<file path="config.mk">
export PLATFORM = sky130hd
export DESIGN_NAME = capture_unit_flat
export DESIGN_NICKNAME = d
export VERILOG_FILES = /design/src/rtl/dataTypes_pkg.sv /design/src/rtl/capture_unit_if.sv /design/src/rtl/capture_edge_detect.sv /design/src/rtl/capture_unit.sv /design/src/flat_wrapper.sv
export SDC_FILE = /design/constraint.sdc
export NUM_CORES = 1
export LEC_CHECK = 0
export CAP_MARGIN = 20
export CORE_MARGIN = 5
export CORE_UTILIZATION = 48
export DETAILED_ROUTE_END_ITERATION = 8
export PLACE_DENSITY = 0.76
export SLEW_MARGIN = 20
export SYNTH_ARGS = -nofsm -noshare
export SYNTH_HDL_FRONTEND = slang
export SYNTH_HIERARCHICAL = 1
export SYNTH_SLANG_ARGS = --single-unit
export TNS_END_PERCENT = 50
</file>
<file path="constraint.sdc">
create_clock -name clk -period 3 [get_ports clk]
set_input_delay 0.6 -clock clk [delete_from_list [all_inputs] [get_ports clk]]
set_output_delay 0.6 -clock clk [all_outputs]
set_load 0.05 [all_outputs]
</file>
<file path="src/rtl/dataTypes_pkg.sv">
// Shared types for the CAN timing capture/playback path: one sample slot,
// the 16-slot memory word and the capture FSM state encoding.
package dataTypes_pkg;

   // Samples per memory word; fixed by the layout of mem_t.
   localparam int SAMPLES_PER_WORD = 16;
   localparam int IDX_W            = $clog2(SAMPLES_PER_WORD);

   // One bus sample: whether the bus was driven, and the bit seen on it.
   typedef struct packed {
      logic enable;
      logic out;
   } output_t;

   // One FIFO word; outputData[0] is the oldest sample, as replayed by playback.
   typedef struct packed {
      output_t [SAMPLES_PER_WORD-1:0] outputData;
   } mem_t;

   typedef enum logic [2:0] {
      s_idle,
      s_arm,
      s_cap,
      s_write,
      s_done
   } captureState_t;

endpackage

</file>
<file path="src/rtl/capture_unit_if.sv">
// Control, bus-sample and record-FIFO signals of the capture unit. The
// slave side is the capture unit; the master side drives it.
interface capture_unit_if;
   import dataTypes_pkg::*;

   logic        enable;
   logic [15:0] requestNum;
   logic        sampleClk;
   logic        dIn;
   logic        dValid;
   logic        fifoFull;
   logic        wrEn;
   mem_t        wrData;
   logic        capturing;
   logic        overflow;
   logic        complete;

   modport slave (
      input  enable, requestNum, sampleClk, dIn, dValid, fifoFull,
      output wrEn, wrData, capturing, overflow, complete
   );

   modport master (
      output enable, requestNum, sampleClk, dIn, dValid, fifoFull,
      input  wrEn, wrData, capturing, overflow, complete
   );

endinterface

</file>
<file path="src/rtl/capture_edge_detect.sv">
// Rising-edge detector: tick_o is high in the first clk cycle in which
// level_i is seen high. A level held high yields exactly one tick.
module capture_edge_detect (
   input  logic clk,
   input  logic reset,
   input  logic level_i,
   output logic tick_o
);

   logic level_q;

   // Remember the previous cycle's level so a rise shows as high-now/low-before.
   always_ff @(posedge clk) begin
      if (reset) begin
         level_q <= 1'b0;
      end else begin
         // NOTE: non-blocking assignment keeps every flop sampling pre-edge values.
         level_q <= level_i;
      end
   end

   assign tick_o = level_i & ~level_q;

endmodule

</file>
<file path="src/rtl/capture_unit.sv">
// Capture side of the CAN timing playback path: packs 16 bus samples per
// word, writes each finished word to the record FIFO and stops after the
// requested number of words has actually been written.
module capture_unit
   import dataTypes_pkg::*;
(
   input  logic           clk,
   input  logic           reset,
   capture_unit_if.slave  bus
);

   captureState_t    state_q, state_d;
   logic [IDX_W-1:0] idx_q, idx_d;
   logic [15:0]      wordCount_q, wordCount_d;
   logic [15:0]      reqLatched_q, reqLatched_d;
   mem_t             sampleBuf_q, sampleBuf_d;
   logic             overflow_q, overflow_d;
   logic             tick;

   capture_edge_detect u_edge (
      .clk     (clk),
      .reset   (reset),
      .level_i (bus.sampleClk),
      .tick_o  (tick)
   );

   // State register.
   always_ff @(posedge clk) begin
      if (reset) begin
         state_q <= s_idle;
      end else begin
         state_q <= state_d;
      end
   end

   // Next-state logic; the write-cycle decision uses the post-update word count.
   always_comb begin
      // NOTE: default first so no path through the case leaves state_d unassigned (no latch).
      state_d = state_q;
      case (state_q)
         s_idle:  state_d = s_arm;
         s_arm:   if (bus.enable) state_d = (bus.requestNum == 16'd0) ? s_done : s_cap;
         s_cap:   if (tick && (idx_q == IDX_W'(SAMPLES_PER_WORD - 1))) state_d = s_write;
         s_write: state_d = (wordCount_d >= reqLatched_q) ? s_done : s_cap;
         s_done:  state_d = s_done;
         default: state_d = s_idle;
      endcase
   end

   // Datapath next values: request latch, sample slotting, word count, overflow.
   always_comb begin
      idx_d        = idx_q;
      wordCount_d  = wordCount_q;
      reqLatched_d = reqLatched_q;
      sampleBuf_d  = sampleBuf_q;
      overflow_d   = overflow_q;
      case (state_q)
         s_arm: begin
            if (bus.enable) begin
               reqLatched_d = bus.requestNum;
               wordCount_d  = '0;
               idx_d        = '0;
            end
         end
         s_cap: begin
            if (tick) begin
               sampleBuf_d.outputData[idx_q] = output_t'{enable: bus.dValid, out: bus.dIn};
               idx_d = idx_q + 1'b1;
            end
         end
         s_write: begin
            idx_d = '0;
            if (bus.fifoFull) begin
               overflow_d = 1'b1;
            end else begin
               wordCount_d = wordCount_q + 16'd1;
            end
         end
         default: ;
      endcase
   end

   // Datapath registers.
   always_ff @(posedge clk) begin
      if (reset) begin
         idx_q        <= '0;
         wordCount_q  <= '0;
         reqLatched_q <= '0;
         // NOTE: the sample buffer is cleared on reset because it drives wrData directly.
         sampleBuf_q  <= '0;
         overflow_q   <= 1'b0;
      end else begin
         idx_q        <= idx_d;
         wordCount_q  <= wordCount_d;
         reqLatched_q <= reqLatched_d;
         sampleBuf_q  <= sampleBuf_d;
         overflow_q   <= overflow_d;
      end
   end

   // Outputs decoded from state; a full FIFO suppresses the write strobe.
   always_comb begin
      bus.wrEn      = (state_q == s_write) && !bus.fifoFull;
      bus.capturing = (state_q == s_cap) || (state_q == s_write);
      bus.complete  = (state_q == s_done);
   end

   assign bus.wrData   = sampleBuf_q;
   assign bus.overflow = overflow_q;

endmodule

</file>
<file path="src/flat_wrapper.sv">
// flat-port wrapper written by rule: the top's interface ports become plain ports
module capture_unit_flat import dataTypes_pkg::*;
  (clk, reset, bus_enable, bus_requestNum, bus_sampleClk, bus_dIn, bus_dValid, bus_fifoFull, bus_wrEn, bus_wrData, bus_capturing, bus_overflow, bus_complete);
  capture_unit_if bus_i ();
  input  logic clk;
  input  logic reset;
  input wire logic [$bits(bus_i.enable)-1:0] bus_enable;
  input wire logic [$bits(bus_i.requestNum)-1:0] bus_requestNum;
  input wire logic [$bits(bus_i.sampleClk)-1:0] bus_sampleClk;
  input wire logic [$bits(bus_i.dIn)-1:0] bus_dIn;
  input wire logic [$bits(bus_i.dValid)-1:0] bus_dValid;
  input wire logic [$bits(bus_i.fifoFull)-1:0] bus_fifoFull;
  output wire logic [$bits(bus_i.wrEn)-1:0] bus_wrEn;
  output wire logic [$bits(bus_i.wrData)-1:0] bus_wrData;
  output wire logic [$bits(bus_i.capturing)-1:0] bus_capturing;
  output wire logic [$bits(bus_i.overflow)-1:0] bus_overflow;
  output wire logic [$bits(bus_i.complete)-1:0] bus_complete;
  assign bus_i.enable = bus_enable;
  assign bus_i.requestNum = bus_requestNum;
  assign bus_i.sampleClk = bus_sampleClk;
  assign bus_i.dIn = bus_dIn;
  assign bus_i.dValid = bus_dValid;
  assign bus_i.fifoFull = bus_fifoFull;
  assign bus_wrEn = bus_i.wrEn;
  assign bus_wrData = bus_i.wrData;
  assign bus_capturing = bus_i.capturing;
  assign bus_overflow = bus_i.overflow;
  assign bus_complete = bus_i.complete;
  capture_unit u_core (.clk(clk), .reset(reset), .bus(bus_i));
endmodule
</file>
==> results of run 1 <==
[flip-flops by register name, summed over array words and instances (netlist names)]
name,cells
u_core/bus.overflow,1
u_core/wordCount_q,16
u_core/reqLatched_q,16
u_core/u_edge/level_q,1
u_core/state_q,3
u_core/bus.wrData,32
u_core/idx_q,4
[cell type report]
class                      count  area share
timing repair buffer          98      0.1778
inverter                      19     0.01456
clock buffer                   9     0.02529
sequential                    73      0.3007
tap                          102     0.02606
multi-input combinational    345      0.4430
clock inverter                 7     0.01252
[per-layer routing]
metal	vias to the layer above	part of all wire	wire [um]	global-route usage
met5	-	0	0	0
met4	0	0.0066	65	0.04792
met3	7	0.067	655	0.05571
met2	109	0.47	4580	0.3242
met1	1648	0.46	4521	0.2794
li1	1778	-	-	-
[per-stage QoR]
step | std cells | worst slack (ns)
after global routing | 653 | -0.06946
after floorplan | 466 | 0.06025
final | 653 | 0.06462
after detailed placement | 631 | -0.5770
after global placement | 631 | -0.4870
after CTS | 651 | 0.002140
[tightest hold or removal path, stage by stage, from the launching register on]
cell and delay, ns:
dfxtp_1 0.32, nand2_1 0.05, a21oi_1 0.05
[power groups by stage]
stage / Sequential, mW / Combinational (mW) / Clock [mW]
final: 1.03 / 0.435 / 0.735
after global routing: 1.03 / 0.480 / 0.796
after CTS: 1.03 / 0.413 / 0.748
after detailed placement: 1.05 / 0.400 / 0
after global placement: 1.05 / 0.393 / 0
after floorplan: 1.05 / 0.246 / 0
[synthesized netlist by cell type (3+ instances only)]
cell	instances	area (um^2)
a21o_1	5	37.54
nand2b_1	5	31.28
a21oi_1	52	260.3
inv_1	19	71.32
o21ai_0	6	30.03
and2_1	5	31.28
nand4_1	9	56.30
o31ai_1	4	30.03
or3_1	4	25.02
ha_1	21	262.8
o21ai_1	15	75.07
nand2_1	77	289.0
nor2_1	36	135.1
mux2i_1	14	140.1
and4_1	3	26.28
a31oi_1	9	56.30
clkbuf_1	19	71.32
nand3_1	27	135.1
nor3_1	5	25.02
buf_2	6	30.03
buf_1	4	15.01
nor4_1	5	31.28
dfxtp_1	73	1461
nor2b_1	14	87.58
[final timing paths]
kind	start	endpoint	slack, ns	cells past startpoint
setup / recovery	u_core/wordCount_q[1]	u_core/state_q[1]	0.06	12
hold / removal	u_core/bus.wrData[8]	u_core/bus.wrData[8]	0.46	2
setup reg to reg	u_core/wordCount_q[1]	u_core/state_q[1]	0.06	12
hold reg to reg	u_core/bus.wrData[8]	u_core/bus.wrData[8]	0.46	2
[logic make-up (layout without fill, tap and decap cells)]
kind of cell | Yosys count | in the layout
and+or+nand+nor | 206 | 206
AOI/OAI and AO/OA | 101 | 101
DFF | 73 | 73
buffers and inverters | 48 | 133
adders and majority gates | 21 | 21
muxes | 14 | 14
xor gates and xnor gates | 3 | 3
[timing repair]
item                                    4_1_cts  5_1_grt
gates resized for setup                      14       26
pin swaps                                     9       18
endpoints found under the setup margin        2        2
buffers inserted                              4        2
==> results.py, run 1 <==
metrics = {
    "run_status": {
        "status": "finished, final reports clean",
    },
    "synth": {
        "yosysWarnings": 6,
        "synth_top_family_by_area": "simple AND/OR/NAND/NOR gates",
        "synth-seq-area-share": 0.3951,
        "synthMuxAreaShare": 0.03789,
        "synth_fa_ha_area_frac": 0.07104,
        "synth_area_um2": 3699,
        "syn_avg_cell_area_um2": 7.937,
        "ys_types": 47,
        "netlist_instances": 466,
        "synth_edf_count": 0,
        "async_flop_share": 0,
        "synthFlopType": "dfxtp_1",
        "syn_nets": 510,
        "synth_seq_cells": 73,
        "synth_xor_area_frac": 0.007104,
        "synth_compound_area_frac": 0.1617,
        "yosys.area_share.simple": 0.2764,
    },
    "floorplan": {
        "io_pins": 59,
        "dieHeight_um": 97.78,
        "die_area_um2": 9561,
        "start_util": 0.4862,
        "rows": 32,
        "coreArea_um2": 7607,
        "die_w_um": 97.78,
    },
    "setup_path": {
        "end_kind": "register",
        "path_delay_family": "simple AND/OR/NAND/NOR gates",
        "cp_slowest_cell": "or4_4",
        "crit_chain": "ha_4 -> nor2b_4 -> nand4_1 -> or3_1 -> nand2_1 -> a31oi_2 -> ha_1 -> nand4_1 -> or2_4 -> a21oi_2 -> or4_4 -> a311oi_2",
        "path_class": "register to register",
        "cp_num_buf_inv": 0,
        "timing.critical_path.mode_cell": "nand4_1",
        "path_max_fanout": 4,
        "start_kind": "register",
        "max_stage_delay_ns": 0.54,
        "crit_arrival_ns": 3.19,
        "crit_required_ns": 3.26,
    },
    "global_routing": {
        "grt_pass1_wl_mm": 16.22,
        "grt_pass1_vias": 3402,
        "antenna_found_initial": 0,
        "grt_usage": 0.2047,
        "grt-ovfl-total": 0,
        "grt_max_degree": 40,
    },
    "power": {
        "power.switching_uw": 687.9,
        "power.share.switching": 0.3129,
        "power_frac_comb": 0.198,
        "pwr-share-clk": 0.334,
        "p_int_mw": 1.510,
        "p_per_area_nw_per_um2": 448.8,
        "max-vdd-ir-drop_mv": 0.2350,
        "p_seq_frac": 0.468,
        "power.leakage_nw": 1.837,
        "power_mw": 2.198,
    },
    "cts": {
        "clk_latency_ns": 0.35,
        "clk_path_buf_depth": 2,
        "cts-root-buf": "clkbuf_8",
        "ctsHoldBuffers": 0,
        "clock_sinks": 73,
        "cts_max_level": 3,
        "cts_tree": "built",
        "clkSlewWorstSetupHoldPaths_ns": 0.09,
        "cts_made_buffers": 9,
    },
    "placement": {
        "hpwlAfterDp_mm": 7.008,
        "placed_area_um2": 4546,
        "gp_congestion": 0.9697,
        "port_buffers": 58,
    },
    "timing": {
        "fmax_mhz": 340.7,
        "setup_tns_ns": 0,
        "rsz0062_at_grt": "yes",
        "period_needed_ns": 2.935,
        "final_max_slew_viol_count": 0,
        "whs_ns": 0.4617,
        "slew_headroom": 0.5793,
        "setup_viol": 0,
        "hold_violations": 0,
        "post-route-period-util": 0.9785,
        "worst_slew_pin_slew_ns": 0.6310,
        "finClkSkew_ns": 0.007263,
    },
    "min_path": {
        "hp-class": "register to register",
    },
    "finish": {
        "multi_input_area_um2": 2170,
        "seqCellArea_um2": 1473,
        "layout_commonest_cell": "nand2_1",
        "antenna_cells": 0,
        "fillers": 655,
        "final_area_um2": 4897,
        "nNetsFinal": 590,
        "area_delta_synth_final_pct": 32.41,
        "mostFrequentLayoutCells": "77 x nand2_1, 68 x dfxtp_1, 54 x clkdlybuf4s50_1, 51 x a21oi_1, 40 x buf_4",
        "final_util": 0.6438,
        "drive_gt1_frac": 0.1760,
    },
    "route": {
        "drc": 0,
        "vias_per_cell": 5.424,
        "ant_nets": 0,
        "vias": 3542,
        "drtIter0Drc": 182,
        "drt_wl_total_mm": 9.822,
        "dr.pass1.iters": 5,
        "wl_per_cell_um": 15.04,
    },
    "flow_run": {
        "max_cap_viol_count": 0,
    },
}
(Power assumes the default switching activity.)
==> inputs of run 2 (changes only) <==
--- a/config.mk
+++ b/config.mk
@@ -7,9 +7,8 @@
 export LEC_CHECK = 0
 export CAP_MARGIN = 20
 export CORE_MARGIN = 5
-export CORE_UTILIZATION = 48
+export CORE_UTILIZATION = 40
 export DETAILED_ROUTE_END_ITERATION = 8
-export PLACE_DENSITY = 0.76
 export SLEW_MARGIN = 20
 export SYNTH_ARGS = -nofsm -noshare
 export SYNTH_HDL_FRONTEND = slang
==> run 2 against run 1 <==
Final cell count increased by 2.5%. Clock-buffer cell count increased by 1. Register-to-register slack about the same. Die area increased by 18%. Fmax decreased by 0.31%. Clock power increased by 15%. Critical path type unchanged. Largest power group unchanged.
==> results.py, run 2 (synthesis results as in run 1) <==
metrics = {
    "cts": {
        "cts-root-buf": "clkbuf_8",
        "clk_path_buf_depth": 2,
        "cts_max_level": 3,
        "clkSlewWorstSetupHoldPaths_ns": 0.08,
        "clk_latency_ns": 0.34,
        "clock_sinks": 73,
        "ctsHoldBuffers": 0,
        "cts_made_buffers": 9,
        "cts_tree": "built",
    },
    "route": {
        "drc": 0,
        "vias_per_cell": 5.291,
        "drtIter0Drc": 127,
        "vias": 3540,
        "ant_nets": 0,
        "drt_wl_total_mm": 10.43,
        "dr.pass1.iters": 4,
        "wl_per_cell_um": 15.59,
    },
    "finish": {
        "layout_commonest_cell": "nand2_1",
        "area_delta_synth_final_pct": 35.66,
        "largest_reg_flops": 32,
        "mostFrequentLayoutCells": "76 x nand2_1, 70 x dfxtp_1, 54 x clkdlybuf4s50_1, 52 x a21oi_1, 45 x buf_4",
        "final_area_um2": 5017,
        "antenna_cells": 0,
        "nNetsFinal": 597,
        "drive_gt1_frac": 0.1703,
    },
    "global_routing": {
        "grt_pass1_wl_mm": 16.46,
        "grt_usage": 0.1810,
        "antenna_found_initial": 0,
        "grt_max_degree": 53,
        "grt_pass1_vias": 3263,
        "grt-ovfl-total": 0,
    },
    "setup_path": {
        "start_kind": "register",
        "path_max_fanout": 4,
        "crit_arrival_ns": 3.20,
        "end_kind": "register",
        "path_class": "register to register",
        "crit_required_ns": 3.26,
    },
    "floorplan": {
        "die_w_um": 106.2,
        "io_pins": 59,
        "rows": 35,
        "coreArea_um2": 9109,
        "die_area_um2": 11270,
        "start_util": 0.4060,
        "dieHeight_um": 106.2,
    },
    "timing": {
        "setup_viol": 0,
        "fmax_mhz": 339.6,
        "hold_violations": 0,
        "final_max_slew_viol_count": 0,
        "period_needed_ns": 2.945,
        "rsz0062_at_grt": "yes",
        "finClkSkew_ns": 0.01227,
        "slew_headroom": 0.5423,
        "setup_slack_ns": 0.05536,
        "worst_slew_pin_slew_ns": 0.6844,
        "post-route-period-util": 0.9815,
    },
    "placement": {
        "placed_area_um2": 4587,
        "gp_congestion": 0.9127,
        "port_buffers": 58,
        "post-place-ws_ns": -0.5867,
        "hpwlAfterDp_mm": 7.390,
    },
    "run_status": {
        "status": "finished, final reports clean",
    },
    "power": {
        "p_per_area_nw_per_um2": 463.0,
        "power.leakage_nw": 1.892,
        "max-vdd-ir-drop_mv": 0.2897,
    },
    "flow_run": {
        "max_cap_viol_count": 0,
    },
    "min_path": {
        "hp-class": "register to register",
    },
}
[run 2: worst paths after layout]
path                                            start               endpoint  slack, ns  depth (start not counted)
worst max-delay path            u_core/wordCount_q[0]      u_core/state_q[1]       0.06                         12
worst min-delay path            u_core/bus.wrData[10]  u_core/bus.wrData[10]       0.45                          2
worst min register to register  u_core/bus.wrData[10]  u_core/bus.wrData[10]       0.45                          2
worst max register to register  u_core/wordCount_q[0]      u_core/state_q[1]       0.06                         12
[run 2: layout make-up]
| class | instances | area (um^2) |
|---|---|---|
| Clock inverter | 6 | 82.58 |
| Clock buffer | 10 | 127.6 |
| Timing Repair Buffer | 105 | 934.6 |
| Multi-Input combinational cell | 345 | 2195 |
| Inverter | 19 | 71.32 |
| Sequential cell | 73 | 1468 |
| Fill cell | 850 | 4091 |
| Tap cell | 111 | 138.9 |
[run 2: where the power goes]
group          internal (mW)  switching, mW  total [mW]
registers               1.00         0.0256        1.03
logic                  0.195          0.256       0.451
clock network          0.465          0.381       0.846
[run 2: through the flow]
stage / TNS [ns] / power (mW) / hold WS (ns) / instances / util
floorplan: 0 / 1.296 / 0.4363 / 466 / -
CTS: 0 / 2.300 / 0.4589 / 660 / 0.5294
detailed placement: -1.130 / 1.452 / 0.4475 / 644 / 0.5036
global route: -0.06552 / 2.429 / 0.4798 / 669 / 0.5508
global placement: -0.9542 / 1.449 / 0.4409 / 644 / 0.5036
finish: 0 / 2.323 / 0.4546 / 669 / 0.5508
[run 2: per-layer routing]
metal / global-route usage / wire length [um] / vias up / share of wire
met3: 0.04311 / 451 / 12 / 0.043
li1: - / - / 1788 / -
met5: 0 / 0 / - / 0
met2: 0.2724 / 4659 / 75 / 0.45
met1: 0.2582 / 5177 / 1665 / 0.50
met4: 0.04995 / 140 / 0 / 0.013
[run 2: worst max-delay path, stage by stage, from the launching register on]
cell       delay, ns
dfxtp_4         0.37
buf_6           0.10
and3b_2         0.22
and4_4          0.26
nand3_4         0.07
or3_1           0.38
o21ai_1         0.10
ha_1            0.27
nand4_1         0.10
or2_4           0.15
a2111oi_4       0.04
or4_4           0.54
a311oi_2        0.26
[run 2: what timing repair did]
action / CTS / global route
setup buffers: 0 / 9
resized for setup: 7 / 31
setup endpoints to repair: 2 / 2
gates cloned: 0 / 0
pin swaps: 5 / 11
==> inputs of run 3 (changes only) <==
--- a/config.mk
+++ b/config.mk
@@ -6,6 +6,7 @@
 export NUM_CORES = 1
 export LEC_CHECK = 0
 export CAP_MARGIN = 20
+export CORE_ASPECT_RATIO = 0.7
 export CORE_MARGIN = 5
 export CORE_UTILIZATION = 40
 export DETAILED_ROUTE_END_ITERATION = 8
==> run 3 against run 2 <==
Total power up 9.4%. Worst hold slack hardly changed. Sequential power about the same. Register-to-register slack improved by 0.02 ns. Final cell count increased by 1.0%. Flip-flop and latch count did not move. Global-route usage grew 0.72 points. Largest cell class unchanged.
==> results.py, run 3 (synthesis results as in run 1) <==
metrics = {
    "route": {
        "dr.pass1.iters": 5,
        "vias": 3573,
        "wl_per_cell_um": 16.21,
        "vias_per_cell": 5.286,
        "drtIter0Drc": 318,
        "ant_nets": 0,
        "drc": 0,
        "drt_wl_total_mm": 10.96,
    },
    "placement": {
        "gp_congestion": 0.9339,
        "hpwlAfterDp_mm": 8.074,
        "port_buffers": 58,
        "dp_cells": 657,
        "placed_area_um2": 4603,
    },
    "floorplan": {
        "die_area_um2": 11300,
        "rows": 29,
        "io_pins": 59,
        "die_w_um": 124.9,
        "dieHeight_um": 90.45,
        "start_util": 0.4094,
        "coreArea_um2": 9035,
    },
    "global_routing": {
        "grt_pass1_vias": 3275,
        "antenna_found_initial": 0,
        "grt-ovfl-total": 0,
        "grt_usage": 0.1882,
        "grt_pass1_wl_mm": 17.22,
        "grt_max_degree": 34,
    },
    "setup_path": {
        "crit_arrival_ns": 3.18,
        "start_kind": "register",
        "path_class": "register to register",
        "path_max_fanout": 4,
        "max_stage_delay_ns": 0.57,
        "crit_required_ns": 3.25,
        "cp_slowest_cell": "or4_4",
        "end_kind": "register",
        "crit_chain": "ha_4 -> nor2b_4 -> nand4_1 -> or3_4 -> nand2_4 -> a31oi_4 -> ha_4 -> nand4_1 -> or2_1 -> a21oi_1 -> or4_4 -> a311oi_2",
    },
    "power": {
        "power.leakage_nw": 1.891,
        "max-vdd-ir-drop_mv": 0.2958,
        "power_mw": 2.542,
        "p_per_area_nw_per_um2": 503.2,
    },
    "timing": {
        "hold_violations": 0,
        "post-route-period-util": 0.9749,
        "finClkSkew_ns": 0.005001,
        "slew_headroom": 0.5633,
        "setup_tns_ns": 0,
        "worst_slew_pin_slew_ns": 0.6490,
        "fmax_mhz": 341.9,
        "whs_ns": 0.4543,
        "period_needed_ns": 2.925,
        "setup_viol": 0,
        "rsz0062_at_grt": "yes",
        "final_max_slew_viol_count": 0,
    },
    "flow_run": {
        "max_cap_viol_count": 0,
    },
    "cts": {
        "ctsHoldBuffers": 0,
        "clock_sinks": 73,
        "cts-root-buf": "clkbuf_16",
        "cts_tree": "built",
        "cts_max_level": 3,
        "clk_latency_ns": 0.34,
        "cts_made_buffers": 9,
        "clk_path_buf_depth": 2,
        "clkSlewWorstSetupHoldPaths_ns": 0.06,
    },
    "finish": {
        "final_area_um2": 5052,
        "layout_commonest_cell": "nand2_1",
        "antenna_cells": 0,
        "largest_reg_flops": 32,
        "nNetsFinal": 591,
        "fillers": 846,
        "mostFrequentLayoutCells": "76 x nand2_1, 70 x dfxtp_1, 54 x clkdlybuf4s50_1, 50 x a21oi_1, 40 x buf_4",
        "drive_gt1_frac": 0.1649,
        "area_delta_synth_final_pct": 36.60,
        "stdcell_count": 676,
    },
    "min_path": {
        "hp-class": "register to register",
    },
    "run_status": {
        "status": "finished, final reports clean",
    },
}
## run 3: worst paths after layout
kind	from	to	slack, ns	depth (start not counted)
setup / recovery	u_core/wordCount_q[1]	u_core/state_q[1]	0.08	12
hold / removal	u_core/bus.wrData[8]	u_core/bus.wrData[8]	0.45	2
setup reg to reg	u_core/wordCount_q[1]	u_core/state_q[1]	0.08	12
hold reg to reg	u_core/bus.wrData[8]	u_core/bus.wrData[8]	0.45	2
## run 3: through the flow
| stage | setup slack (ns) | utilization |
|---|---|---|
| 2_1_floorplan | 0.06025 | - |
| 3_3_place_gp | -0.4722 | 0.5095 |
| 3_5_place_dp | -0.5799 | 0.5095 |
| 4_1_cts | 0.002480 | 0.5437 |
| 5_1_grt | -0.03963 | 0.5592 |
| 6_report | 0.07521 | 0.5592 |
## run 3: power by group
part           total (mW)  internal [mW]  leakage [nW]  switching, mW
Clock                1.07          0.643         0.139          0.423
Combinational       0.448          0.186          1.16          0.263
Sequential           1.03           1.00         0.592         0.0252
Total                2.54           1.83          1.89          0.711
## run 3: per-layer routing
metal  routed length, um  GRT usage
met5                   0          0
met4                  98    0.04061
met3                 784    0.04846
met2                4543     0.2612
met1                5532     0.2889
## run 3: final cells by class
type	instances	area [um^2]	share of cell area
timing repair buffer	99	879.6	0.1741
clock inverter	5	56.30	0.01114
multi-input combinational	345	2192	0.4339
clock buffer	11	232.7	0.04606
sequential	73	1465	0.2900
tap	124	155.1	0.03071
inverter	19	71.32	0.01412
## run 3: worst max-delay path: cells and delay by family, from the launching register on
family / cells / cell delay, ns
flops: 1 / 0.36
fa+ha+maj: 2 / 0.42
compound gates: 3 / 0.41
simple gates: 7 / 1.66
## run 3: timing repair
action / in CTS / in global routing
endpoints found under the setup margin: 2 / 2
resized for setup: 5 / 32
cloned: 0 / 1
buffers inserted: 1 / 2
pin swaps: 2 / 16
